--- src/rtl/mux_sel_arbiter.sv ---
// Round-robin arbiter that drives the select lines of a downstream 4:1 mux.
// Each grant is held until done, the request drops, or the hold limit is hit.
module mux_sel_arbiter #(
  parameter int unsigned HOLD_MAX = 8
) (
  input  logic       clk,
  input  logic       rst,
  input  logic [3:0] req,
  input  logic       done,
  output logic [3:0] grant,
  output logic       s0,
  output logic       s1,
  output logic       valid
);

  typedef enum logic {IDLE, BUSY} state_t;

  localparam logic [3:0] HOLD_LAST = 4'(HOLD_MAX - 1);

  state_t     state_q, state_d;
  logic [3:0] grant_q, grant_d;
  logic [1:0] sel_q,   sel_d;
  logic       valid_q, valid_d;
  logic [3:0] hold_q,  hold_d;
  logic [1:0] last_q,  last_d;

  logic [1:0] cand;
  logic [1:0] pick;
  logic       pick_found;
  logic       release_w;

  // Circular search starting one past the most recently granted channel.
  always_comb begin
    cand       = '0;
    pick       = '0;
    pick_found = 1'b0;
    for (int unsigned k = 1; k <= 4; k++) begin
      cand = last_q + 2'(k);
      if (!pick_found && req[cand]) begin
        pick       = cand;
        pick_found = 1'b1;
      end
    end
  end

  assign release_w = done || !req[sel_q] || (hold_q == HOLD_LAST);

  always_comb begin
    state_d = state_q;
    grant_d = grant_q;
    sel_d   = sel_q;
    valid_d = valid_q;
    hold_d  = hold_q;
    last_d  = last_q;
    case (state_q)
      IDLE: begin
        grant_d = '0;
        valid_d = 1'b0;
        if (pick_found) begin
          state_d = BUSY;
          grant_d = 4'b0001 << pick;
          sel_d   = pick;
          valid_d = 1'b1;
          hold_d  = '0;
        end
      end
      BUSY: begin
        if (release_w) begin
          state_d = IDLE;
          grant_d = '0;
          valid_d = 1'b0;
          hold_d  = '0;
          last_d  = sel_q;
        end else begin
          hold_d = hold_q + 4'd1;
        end
      end
      default: state_d = IDLE;
    endcase
  end

  always_ff @(posedge clk) begin
    if (rst) begin
      state_q <= IDLE;
      grant_q <= '0;
      sel_q   <= '0;
      valid_q <= 1'b0;
      hold_q  <= '0;
      last_q  <= 2'd3;
    end else begin
      state_q <= state_d;
      grant_q <= grant_d;
      sel_q   <= sel_d;
      valid_q <= valid_d;
      hold_q  <= hold_d;
      last_q  <= last_d;
    end
  end

  assign grant = grant_q;
  assign s0    = sel_q[0];
  assign s1    = sel_q[1];
  assign valid = valid_q;

endmodule

--- config.mk ---
export PLATFORM = sky130hd
export DESIGN_NAME = mux_sel_arbiter
export DESIGN_NICKNAME = d
export VERILOG_FILES = /design/src/rtl/mux_sel_arbiter.sv
export SDC_FILE = /design/constraint.sdc
export NUM_CORES = 1
export LEC_CHECK = 0
export CAP_MARGIN = 10
export CELL_PAD_IN_SITES_DETAIL_PLACEMENT = 1
export CELL_PAD_IN_SITES_GLOBAL_PLACEMENT = 1
export CORE_ASPECT_RATIO = 1.2
export CORE_MARGIN = 10
export CORE_UTILIZATION = 40
export DETAILED_ROUTE_END_ITERATION = 6
export PLACE_DENSITY_LB_ADDON = 0.08
export SLEW_MARGIN = 20
export SYNTH_ARGS = -nofsm -noshare
export SYNTH_HDL_FRONTEND = slang
export SYNTH_SLANG_ARGS = --single-unit
--- constraint.sdc ---
create_clock -name clk -period 2.18 [get_ports clk]
set_input_delay 0.436 -clock clk [delete_from_list [all_inputs] [get_ports clk]]
set_output_delay 0.436 -clock clk [all_outputs]
set_load 0.05 [all_outputs]
==> results.md <==
* Die footprint at 0.00392 mm^2
* Sink Count at 14
* Buf/Inv on CP at 1
* Slew at the pin with the worst max-slew slack at 504 ps
* Post-synth EDFFs at 0
* Synth Net Count at 83
* Total power divided by cell area at 663 mW/mm^2
* Worst-path clk slew at 70 ps
* Fin crit period at 1980 ps
* Post-route ant nets at 0
* Vias per cell at 5.67
* RSZ-0062 raised after global routing: no
* Std-Cell Rows at 16
* Crit-path cells: clkdlybuf4s50_1
* Post_cts resized at 0
* Worst-path fanout max at 5
* Initial DRC Count at 9
* Syn Area/Cell at 9.66 um^2
* Net count, final at 103
* Routability cong. at 0.734
* Delay of the slowest critical-path stage at 850 ps
* Peak VDD IR at 392 uV
* Die Y at 66.6 um
* CTS tree: built
* Layout cells sized above 1 at 0.161
* Yosys reg bits at 14
* Final Setup Violations at 0
* Fin Setup TNS at 0 ps
* CTS Hold Bufs at 0
* Die Wd at 58.9 um
* First-pass GRT wire length at 3.25 mm
* Most common flop cell mapped by yosys: dfxtp_1
* Synth warn at 0
* Via count at 629
* Lkg Pwr at 0.000350 uW
* Endpoints failing hold at 0
* IO Port Bufs at 13
* Grt total ovfl at 0
* N_diodes at 0
* DRT Wirelength at 1.85 mm
* Largest net degree at the start of global routing at 11
* Distinct cell type count of the synthesized netlist at 35
* Final Slew Violations at 0
* Number of setup buffers added after CTS at 0
* Initial antenna violation count at 0
* Worst setup EP type: output pin
* Core area at 0.00168 mm^2
* Clk buf depth at 2
* DP HPWL at 1.48 mm
* H-tree Lvls at 1
* Post-Route Skew at 3.87 ps
* Outcome: finished clean
* Average wire per standard cell at 16.7 um
* Layout area overhead at 26.3%
* # DRC at 0
* Fmax at 0.504 GHz
* Worst hold path class: register to register
* Initial core utilization at 0.431
* Startpoint Class: register
* Critical-path top delay cell: clkdlybuf4s50_1
* Root Buffer: clkbuf_4
* Final Cycle Share at 0.910
* CTS Buf Count at 3
* Setup CP Type: register to output pin
* Total global-route track usage at 0.103
* Power Total at 607 uW
* Synth async-reset ratio at 0
* Vias in the first global route at 711
* Post-Syn Area at 724 um^2
* Crit path required time at 1740 ps
* WP data arrival at 1550 ps
* Slew headroom at 0.663
* Clock Latency Late Sink at 270 ps
* Mapped Cells at 75
* Top delay family on crit path: buffers and inverters
* Pre-antenna DRT Iters at 3
* Register area share after synthesis at 0.387
* Max cap viols at 0
* # IOs at 14
layer usage:
metal | vias up | track usage | part of all wire
met5 | - | 0 | 0
met4 | 0 | 0.0603 | 0.0070
met3 | 2 | 0.0247 | 0.039
met2 | 6 | 0.178 | 0.54
met1 | 307 | 0.111 | 0.42
li1 | 314 | - | -
final cells by class:
class,count,area [um^2]
fillers,196,767
multi-input cells,55,414
flip-flops and latches,14,280
repair buffers,17,160
clock buffers,3,22.5
well taps,18,22.5
inverters,4,15.0
state kept, by name, indices dropped and copies added, names as in the netlist:
name / cells
state_q: 1
hold_q: 4
last_q: 2
grant: 4
valid: 1
sel_q: 2
worst paths after layout:
kind	startpoint	end	slack, ps	cells past startpoint
setup / recovery	sel_q[1]	s1	200	1
hold / removal	grant[3]	grant[3]	470	1
setup reg to reg	hold_q[0]	hold_q[0]	630	4
hold reg to reg	grant[3]	grant[3]	470	1
power by group:
group	switching [uW]	internal, uW	total (uW)	leakage, uW
clock	73.8	63.9	138	0.0000138
combinational	98.5	74.7	173	0.000221
sequential	22.0	274	296	0.000115
total	194	413	607	0.000350
cell usage after synthesis, types with 2 or more instances:
cell type   n  area (um^2)
a21oi_1     2         10.0
a22o_1      2         17.5
a31oi_1     3         18.8
dfxtp_1    14          280
inv_1       4         15.0
mux2i_1     4         40.0
nand2_1     3         11.3
nand2b_1    4         25.0
nand3_1     3         15.0
nand3b_1    2         15.0
nor2_1      6         22.5
nor3b_1     2         15.0
o221ai_1    2         17.5
o2bb2ai_1   2         17.5
o2bb2ai_2   2         30.0
stage by stage:
step / cell area [um^2] / std cells / utilization / worst slack [ps] / hold slack, ps
global placement: 892 / 108 / 0.531 / 167 / 450
detailed placement: 892 / 108 / 0.531 / 157 / 457
global route: 915 / 111 / 0.544 / 147 / 497
floorplan: 724 / 75 / - / 388 / 462
finish: 915 / 111 / 0.544 / 196 / 465
CTS: 915 / 111 / 0.544 / 177 / 469
cell usage in the layout, fill, tap and decap left out, drive strengths merged, types with 2 or more instances in the layout:
cell / synthesis / layout
nand2: 3 / 3
a21oi: 2 / 2
clkbuf: 1 / 3
nand3: 3 / 3
clkdlybuf4s50: 0 / 13
nor2: 6 / 6
buf: 1 / 4
nor3b: 3 / 3
a31oi: 3 / 3
nand2b: 4 / 4
o2bb2ai: 4 / 4
dfxtp: 14 / 14
mux2i: 4 / 4
a22o: 2 / 2
inv: 4 / 4
o221ai: 2 / 2
nand3b: 2 / 2
cell families after synthesis:
logic type,count (synthesis),share of synthesized area
AOI/OAI and AO/OA,19,0.221
xor gates and xnor gates,1,0.0121
adders and majority gates,1,0.0173
buffers and inverters,6,0.0414
DFF,14,0.387
muxes,5,0.0760
and+or+nand+nor,29,0.245
No activity file was read; power rests on OpenSTA's default activity.
